===== src/rtl/pulse_gen.sv =====
// Multi-channel programmable pulse-train generator: each channel independently emits
// R pulses of W high cycles, each preceded by D low cycles and followed by one low tail cycle.
module pulse_gen #(
    parameter int NUM_CH = 4,
    parameter int CNT_W  = 16,
    parameter int REP_W  = 8
) (
    input  logic                    clk,
    input  logic                    rst_n,
    input  logic [NUM_CH-1:0]       start,
    input  logic [NUM_CH-1:0]       abort,
    input  logic [NUM_CH*CNT_W-1:0] delay,
    input  logic [NUM_CH*CNT_W-1:0] width,
    input  logic [NUM_CH*REP_W-1:0] reps,
    output logic [NUM_CH-1:0]       pulse_out,
    output logic [NUM_CH-1:0]       busy,
    output logic [NUM_CH-1:0]       done
);

    typedef enum logic [1:0] {
        IDLE  = 2'd0,
        DELAY = 2'd1,
        HIGH  = 2'd2,
        TAIL  = 2'd3
    } state_t;

    localparam logic [CNT_W-1:0] CNT_ZERO = CNT_W'(0);
    localparam logic [CNT_W-1:0] CNT_ONE  = CNT_W'(1);
    localparam logic [REP_W-1:0] REP_ZERO = REP_W'(0);
    localparam logic [REP_W-1:0] REP_ONE  = REP_W'(1);

    for (genvar ch = 0; ch < NUM_CH; ch++) begin : g_ch
        state_t           state_r, state_s;
        logic [CNT_W-1:0] d_lat_r, d_lat_s;
        logic [CNT_W-1:0] w_lat_r, w_lat_s;
        logic [CNT_W-1:0] cnt_r, cnt_s;
        logic [REP_W-1:0] rem_r, rem_s;
        logic [CNT_W-1:0] d_in_s, w_in_s;
        logic [REP_W-1:0] r_in_s;

        // Input slice for this channel; zero width/reps are promoted to one.
        always_comb begin
            d_in_s = delay[ch*CNT_W +: CNT_W];
            w_in_s = (width[ch*CNT_W +: CNT_W] == CNT_ZERO) ? CNT_ONE : width[ch*CNT_W +: CNT_W];
            r_in_s = (reps[ch*REP_W +: REP_W] == REP_ZERO) ? REP_ONE : reps[ch*REP_W +: REP_W];
        end

        // Next-state logic; cnt holds remaining cycles of the current phase minus one.
        always_comb begin
            state_s = state_r;
            d_lat_s = d_lat_r;
            w_lat_s = w_lat_r;
            cnt_s   = cnt_r;
            rem_s   = rem_r;
            case (state_r)
                IDLE: begin
                    if (start[ch] && !abort[ch]) begin
                        d_lat_s = d_in_s;
                        w_lat_s = w_in_s;
                        rem_s   = r_in_s - REP_ONE;
                        if (d_in_s != CNT_ZERO) begin
                            state_s = DELAY;
                            cnt_s   = d_in_s - CNT_ONE;
                        end else begin
                            state_s = HIGH;
                            cnt_s   = w_in_s - CNT_ONE;
                        end
                    end else begin
                        state_s = IDLE;
                    end
                end
                DELAY: begin
                    if (cnt_r == CNT_ZERO) begin
                        state_s = HIGH;
                        cnt_s   = w_lat_r - CNT_ONE;
                    end else begin
                        cnt_s = cnt_r - CNT_ONE;
                    end
                end
                HIGH: begin
                    if (cnt_r == CNT_ZERO) begin
                        state_s = TAIL;
                    end else begin
                        cnt_s = cnt_r - CNT_ONE;
                    end
                end
                TAIL: begin
                    if (rem_r == REP_ZERO) begin
                        state_s = IDLE;
                    end else if (d_lat_r != CNT_ZERO) begin
                        rem_s   = rem_r - REP_ONE;
                        state_s = DELAY;
                        cnt_s   = d_lat_r - CNT_ONE;
                    end else begin
                        rem_s   = rem_r - REP_ONE;
                        state_s = HIGH;
                        cnt_s   = w_lat_r - CNT_ONE;
                    end
                end
                default: begin
                    state_s = IDLE;
                end
            endcase
            if (abort[ch]) begin
                state_s = IDLE;
            end else begin
                state_s = state_s;
            end
        end

        // State, latched parameters and outputs decoded from the next state so they are registered.
        always_ff @(posedge clk) begin
            if (!rst_n) begin
                state_r       <= IDLE;
                d_lat_r       <= CNT_ZERO;
                w_lat_r       <= CNT_ONE;
                cnt_r         <= CNT_ZERO;
                rem_r         <= REP_ZERO;
                pulse_out[ch] <= 1'b0;
                busy[ch]      <= 1'b0;
                done[ch]      <= 1'b0;
            end else begin
                state_r       <= state_s;
                d_lat_r       <= d_lat_s;
                w_lat_r       <= w_lat_s;
                cnt_r         <= cnt_s;
                rem_r         <= rem_s;
                pulse_out[ch] <= (state_s == HIGH);
                busy[ch]      <= (state_s != IDLE);
                done[ch]      <= (state_s == TAIL) && (rem_s == REP_ZERO);
            end
        end
    end

endmodule


===== config.mk =====
export PLATFORM = sky130hd
export DESIGN_NAME = pulse_gen
export DESIGN_NICKNAME = d
export VERILOG_FILES = /design/src/rtl/pulse_gen.sv
export SDC_FILE = /design/constraint.sdc
export NUM_CORES = 1
export LEC_CHECK = 0
export CAP_MARGIN = 10
export CELL_PAD_IN_SITES_DETAIL_PLACEMENT = 0
export CELL_PAD_IN_SITES_GLOBAL_PLACEMENT = 1
export CORE_MARGIN = 1.5
export CORE_UTILIZATION = 43
export CTS_CLUSTER_DIAMETER = 100
export DETAILED_ROUTE_END_ITERATION = 12
export PLACE_DENSITY = 0.89
export RECOVER_POWER = 25
export SYNTH_ARGS = -nofsm -noshare
export SYNTH_HDL_FRONTEND = slang
export SYNTH_SLANG_ARGS = --single-unit

===== constraint.sdc =====
create_clock -name clk -period 4 [get_ports clk]
set_clock_uncertainty 0.15 [all_clocks]
set_input_delay 0.4 -clock clk [delete_from_list [all_inputs] [get_ports clk]]
set_output_delay 0.4 -clock clk [all_outputs]
set_load 0.03 [all_outputs]

==> results.cfg <==
[clock_tree]
cts.repair.resized = 0
clk_root_buffer_cell = sky130_fd_sc_hd__clkbuf_16
clk_pin_slew_ns = 0.06
insertion_delay_ns = 0.56
cts_tree = built
postCtsHoldBufs = 0
cts_setup_buffers = 0
cts_buffer_depth = 3
clock-sinks = 244
cts.htree.levels = 1
number_of_buffers_added_by_the_clock_tree_synthesis_step = 29

[place]
gp_congestion = 0.9574
port_buffers = 181
worst_setup_timing_slack_at_the_placement_stage_ns = -0.1692
detail_placement_hpwl_mm = 45.62

[global_routing]
grt_max_degree = 78
gr-usage-all-layers_pct = 27.07
grt_overflow = 0
grt-busiest-layer = met2
grt_antenna_before_repair = 0
grt_pass1_wl_mm = 97.86
grtUsageMet3_pct = 4.776
grt.met2_usage_pct = 44.40
number_of_global_route_vias_before_repair = 18970
met1_usage_pct = 35.90

[logic_synthesis]
synth_area_leader_cell = sky130_fd_sc_hd__dfxtp_1
ys_seq_elements = 244
synthMostInstantiatedCell = sky130_fd_sc_hd__nand2_1
postSynthCellCount = 2483
synth-edff-count = 0
synth.avg_cell_area_um2 = 7.214
synth.lib_cells_used.distinct = 89
yosysTopAreaCellShare_pct = 27.27
syn_nets = 2698
yosys_most_used_dff = sky130_fd_sc_hd__dfxtp_1
synth-seq-area-share_pct = 27.27
ys_warn_count = 0
netlist_area_um2 = 17910
synthTopCellsByArea = sky130_fd_sc_hd__dfxtp_1 (27%), sky130_fd_sc_hd__nand2_1 (8.3%), sky130_fd_sc_hd__a21oi_1 (7.2%)
async_reset_ff_share_pct = 0
synth.top_cells.by_count = sky130_fd_sc_hd__nand2_1 (396), sky130_fd_sc_hd__a21oi_1 (258), sky130_fd_sc_hd__dfxtp_1 (244)

[setup_path]
crit_path_arrival_time_ns = 3.94
criticalPathCategory = primary input to flop
cp_data_required_time_ns = 4.29
startpoint = width[41]
setup.reg_to_reg.worst_slack_ns = 0.44
critical_path.max_fanout = 3
timing.critical_path.to_type = flop
critPathLaunchType = primary input
timing.rr.start = g_ch[1].d_lat_r[0]
timing.reg2reg.worst_path_depth = 9

[drt]
initial_drc_count = 1646
drt-pass1-iter-count = 6
vias_per_cell = 6.061
drt_drc_violations_left = 0
antenna_left = 0
detail_route.wirelength_mm = 60.71
avgRoutedWirePerCell_um = 18.48
vias = 19910

[floorplanning]
initial_standard_cell_utilization_of_the_core_pct = 43.77
ioPinCount = 182
placement_rows = 74
die-area_um2 = 42890
die_y_um = 207.1
die_width_um = 207.1
core_um2 = 40920

[sta]
fmax_mhz = 274.4
worst-slew-pin-transition_ns = 1.516
setup_viol = 0
timing.final.crit_period_ns = 3.645
whs_ns = 0.2504
rsz0062_at_grt = false
final_hold_viol_count = 0
slew_viol_final = 34
headroom_to_the_max_slew_limit_pct = -1.050
timing.final.crit_share_pct = 91.12
setup_slack_ns = 0.3553

[pwr]
power.density_nw_per_um2 = 330.5
vdd_ir_drop_max_v = 0.0003124
total_leakage_power_nw = 8.276

[final_layout]
finalNetCount = 2945
n_fill_cell = 4016
share_of_post_route_cells_with_drive_strength_above_1_pct = 9.702
layout-area-overhead-vs-synth_pct = 23.28

[worst_hold_path]
min_from = rst_n
hold_depth = 3
holdCritPathClass = primary input to flop

[outcome]
violations = capacitance limit, slew limit
outcome = finished, violations left

[flow_run]
drv_cap = 1
==> final timing paths <==
check,endpoint
hold reg to reg,g_ch[0].d_lat_r[7]
setup / recovery,g_ch[2].cnt_r[6]
setup reg to reg,g_ch[1].cnt_r[1]
hold / removal,g_ch[2].rem_r[1]
==> kinds of logic after synthesis <==
group	after synthesis	synth area share [%]
flops	244	27.27
mux	7	0.3982
buf+inv	206	4.484
compound gates	697	25.31
xor+xnor	188	9.193
fa+ha+maj	45	3.143
simple gates	1096	30.20
==> metal layers <==
metal,part of all wire (%),vias up
met2,46,821
met1,43,9347
met3,8.0,128
met5,0,-
li1,-,9615
met4,2.8,0
==> sequential cells by signal, summed over array words and instances, names as in the netlist <==
signal and flops:
g_ch.cnt_r 64, g_ch.d_lat_r 64, g_ch.w_lat_r 64, g_ch.rem_r 32
g_ch.state_r 8, busy 4, done 4, pulse_out 4
==> through the flow <==
| stage | area (um^2) | total power, mW | cells | utilization (%) | setup TNS, ns |
|---|---|---|---|---|---|
| after CTS | 22090 | 7.320 | 3284 | 53.98 | 0 |
| after detailed placement | 21090 | 4.541 | 3231 | 51.54 | -0.5665 |
| after global routing | 22080 | 7.645 | 3284 | 53.95 | 0 |
| final | 22080 | 7.298 | 3285 | 53.96 | 0 |
| after global placement | 21090 | 4.513 | 3231 | 51.54 | -0.3023 |
| after floorplan | 17910 | 3.854 | 2483 | - | 0 |
==> where the power goes <==
group / switching (mW) / leakage, nW / internal (mW) / total [mW]
registers: 0.165 / 2.00 / 2.56 / 2.72
logic: 1.02 / 5.79 / 0.782 / 1.81
clock network: 1.11 / 0.494 / 1.65 / 2.77
total: 2.30 / 8.28 / 4.99 / 7.30
==> cell usage in the layout (no fill, tap or decap), types with 29 or more instances in the layout <==
cell | Yosys | final
sky130_fd_sc_hd__a211oi_1 | 31 | 31
sky130_fd_sc_hd__a21oi_1 | 258 | 258
sky130_fd_sc_hd__buf_4 | 1 | 152
sky130_fd_sc_hd__clkbuf_16 | 0 | 29
sky130_fd_sc_hd__clkdlybuf4s50_1 | 0 | 167
sky130_fd_sc_hd__dfxtp_1 | 244 | 244
sky130_fd_sc_hd__ha_1 | 45 | 45
sky130_fd_sc_hd__inv_1 | 86 | 86
sky130_fd_sc_hd__nand2_1 | 396 | 396
sky130_fd_sc_hd__nand3_1 | 48 | 48
sky130_fd_sc_hd__nor2_1 | 205 | 202
sky130_fd_sc_hd__nor3_1 | 112 | 112
sky130_fd_sc_hd__nor4_1 | 64 | 63
sky130_fd_sc_hd__o21ai_0 | 89 | 89
sky130_fd_sc_hd__o22ai_1 | 42 | 42
sky130_fd_sc_hd__o31ai_1 | 32 | 32
sky130_fd_sc_hd__or3_1 | 47 | 47
sky130_fd_sc_hd__or4_1 | 49 | 49
sky130_fd_sc_hd__xnor2_1 | 90 | 90
sky130_fd_sc_hd__xor2_1 | 98 | 98
==> area by class of cell <==
cell class                      count  area, um^2  area share (%)
Multi-Input combinational cell   2033       12240           55.45
Sequential cell                   244        4885           22.12
Tap cell                          532       665.6           3.014
Antenna cell                        1       2.502         0.01133
Inverter                           87       331.6           1.502
Clock buffer                       38       829.5           3.757
Timing Repair Buffer              335        2955           13.38
Clock inverter                     15       168.9          0.7649
==> worst max-delay path: stages <==
cell and delay (ns):
sky130_fd_sc_hd__clkdlybuf4s50_1 0.48, sky130_fd_sc_hd__or3_1 0.12, sky130_fd_sc_hd__or3_1 0.13, sky130_fd_sc_hd__nor4_1 0.06, sky130_fd_sc_hd__buf_4 0.13, sky130_fd_sc_hd__a21o_1 0.16
sky130_fd_sc_hd__a21oi_1 0.21, sky130_fd_sc_hd__ha_1 0.19, sky130_fd_sc_hd__buf_4 0.11, sky130_fd_sc_hd__or4b_2 0.61, sky130_fd_sc_hd__nor2_1 0.14, sky130_fd_sc_hd__buf_4 0.14
sky130_fd_sc_hd__o22ai_1 0.07, sky130_fd_sc_hd__a2111oi_0 0.44, sky130_fd_sc_hd__buf_4 0.19, sky130_fd_sc_hd__nor3_1 0.04, sky130_fd_sc_hd__a311o_1 0.32
Power figures use the tool's default switching activity.
==> RTL change, RTL diff (config.mk and constraints unchanged) <==
Set the parameter `NUM_CH` to 5 (it was 4).
--- a/src/rtl/pulse_gen.sv
+++ b/src/rtl/pulse_gen.sv
@@ -1,7 +1,7 @@
 // Multi-channel programmable pulse-train generator: each channel independently emits
 // R pulses of W high cycles, each preceded by D low cycles and followed by one low tail cycle.
 module pulse_gen #(
-    parameter int NUM_CH = 4,
+    parameter int NUM_CH = 5,
     parameter int CNT_W  = 16,
     parameter int REP_W  = 8
 ) (
Interface: changed (8 resized); port bits go from 182 to 227. No check against the original RTL was run, so the function may have changed too.
==> RTL change against the original RTL <==
The flow still finishes with violations (capacitance limit, slew limit). Final cell count rose by 22%. Design area rose by 22%. Count of clock-buffer cells in the layout grew 18. Routed wire length rose by 28%. Critical endpoint is now done[0]. Hold slack better by 30 ps. Worst setup slack better by 150 ps. First-iteration DRC count rose by 35%. Critical path type is now reg -> reg. Largest cell class unchanged. Total power grew 28%. Synthesized area up 24%. Core utilization decreased by 1.2 points. Sequential cell count rose by 61.
==> RTL change: results (changes against the original RTL) <==
- The number of cells after detailed placement is 3950 (+22%).
- The async set or reset register ratio after synthesis was 0 (unchanged).
- The mean instance size in the synthesized netlist is 7.24 µm² (+0.31%).
- The worst stage delay on the critical path is 1130 ps (+520 ps).
- The iteration-0 DRC count of the detailed router was 2217 (+35%).
- The number of antenna violations at the first check in global routing is 6 (+6).
- Ranked by instance count, the synthesized netlist is headed by 477 x sky130_fd_sc_hd__nand2_1, 316 x sky130_fd_sc_hd__a21oi_1, 305 x sky130_fd_sc_hd__dfxtp_1, 270 x sky130_fd_sc_hd__nor2_1, 146 x sky130_fd_sc_hd__nor3_1.
- The slowest library cell on the worst path is sky130_fd_sc_hd__clkbuf_1.
- The area after detailed placement came to 25700 µm² (+22%).
- The number of warnings printed during yosys synthesis is 0 (unchanged).
- The clock buffer count from CTS was 40 (+38%).
- The global-route total usage across every layer is 0.283 (+0.0125).
- The wire length of the first global-routing pass was 124000 µm (+26%).
- The worst-case headroom to the max-slew limit is -0.0701 (-0.0596).
- The post-route clock period utilization is 0.875 (-0.0366).
- The cell family with the largest share of critical-path delay is buffers and inverters.
- The final reports fail on capacitance limit, slew limit.
- The register-to-register path setup slack is 500 ps (+60 ps).
- The via density per instance came to 6.11 (+0.79%).
- The count of H-tree levels built during CTS is 2 (+1).
- The maximum net fanout on the critical path came to 36 (+33).
- The final-layout fill cell count came to 5045 (+26%).
- The pin count of the biggest net entering global routing is 91 (+17%).
- The number of port buffers is 226 (+25%).
- The critical path data arrival time is 3810 ps (-130 ps).
- The largest registers in the layout are g_ch.cnt_r x80, g_ch.d_lat_r x80, g_ch.w_lat_r x80.
- The number of different library cells in the post-synthesis netlist is 93 (+4.5%).
- The overall via count from detail_route is 24500 (+23%).
- The net count after synthesis is 3331 (+23%).
- The worst slack after detailed placement is -36.5 ps (+133 ps).
- The final net count is 3580 (+22%).
- The number of max-slew violations in the final report is 72 (+110%).
- The number of global-route vias before repair is 23300 (+23%).
- The root buffer cell chosen for the clock tree is sky130_fd_sc_hd__clkbuf_16.
- The static leakage came to 9.88 nW (+19%).
- The final RePlAce weighted congestion was 0.928 (-3.1%).
- The antenna diode count is 0 (-1).
- By area the synthesized netlist is led by sky130_fd_sc_hd__dfxtp_1 28%, sky130_fd_sc_hd__nand2_1 8.1%, sky130_fd_sc_hd__a21oi_1 7.1%, sky130_fd_sc_hd__xnor2_1 5.5%, sky130_fd_sc_hd__nor2_1 4.6%.
- The worst vdd rail ir drop is 336 µV (+7.5%).
- The wire length reported by the detailed router came to 77500 µm (+28%).
- The run finished, with violations left.
- The total iterations of the first detailed-routing run is 7 (+1).
- The clock latency on the worst-skew pair is 570 ps.
- The total of max-cap violations is 2 (+1).
- The fraction of layout cells with a size suffix above 1 is 0.0719 (-0.0251).
- The number of buffers on the longest clock path is 3 (unchanged).
- The placed wire-length estimate was 58300 µm (+28%).
- The proportion of synthesized chip area in sequential cells is 0.275 (+0.00277).
- The total non-filler cell area in the finished layout is 27000 µm² (+22%).
- The clock-pin slew reported for the worst setup and hold paths after clock tree synthesis is 60 ps (about the same).
- The total setup buffers inserted after CTS is 0 (unchanged).
==> RTL change: logic make-up after synthesis <==
group | count (synthesis) | share of synthesized area
buffers and inverters | 249 | 0.0439
flip-flops | 305 | 0.275
XOR/XNOR | 240 | 0.0948
AO/OA/AOI/OAI | 837 | 0.246
multiplexers | 14 | 0.00649
AND/OR/NAND/NOR | 1362 | 0.302
adder cells (fa/ha/maj) | 56 | 0.0316
==> RTL change: per-stage QoR <==
step	hold WS, ps	setup TNS [ps]
after floorplan	294	0
final	280	0
after global placement	306	0
after detailed placement	313	-36.5
after global routing	314	0
after CTS	167	0
==> RTL change: path summary, 6_finish.rpt <==
path / from / to / depth (start not counted)
worst min register to register: g_ch[2].w_lat_r[15] / g_ch[2].w_lat_r[15] / 2
worst max register to register: g_ch[0].state_r[0] / done[0] / 9
worst min-delay path: width[21] / g_ch[1].w_lat_r[5] / 3
worst max-delay path: g_ch[0].state_r[0] / done[0] / 9
==> RTL change: per-layer routing <==
metal	routed length, µm	GRT usage	share of wire	up-vias
met1	33100	0.362	0.43	11700
li1	-	-	-	11700
met5	73	0	0.00094	-
met4	2580	0.100	0.033	10
met2	36600	0.476	0.47	907
met3	5170	0.0515	0.067	208
==> RTL change: cell type report <==
class                   instances  share of cell area
well taps                     680              0.0316
clock buffers                  56              0.0424
multi-input cells            2509               0.561
flip-flops and latches        305               0.226
inverters                     104              0.0147
repair buffers                352               0.118
clock inverters                12             0.00603
==> RTL change: where the power goes <==
group | total [W] | internal (W) | switching, W | leakage [nW]
clock | 0.00367 | 0.00224 | 0.00143 | 0.643
sequential | 0.00341 | 0.00320 | 0.000206 | 2.49
combinational | 0.00227 | 0.000967 | 0.00131 | 6.74
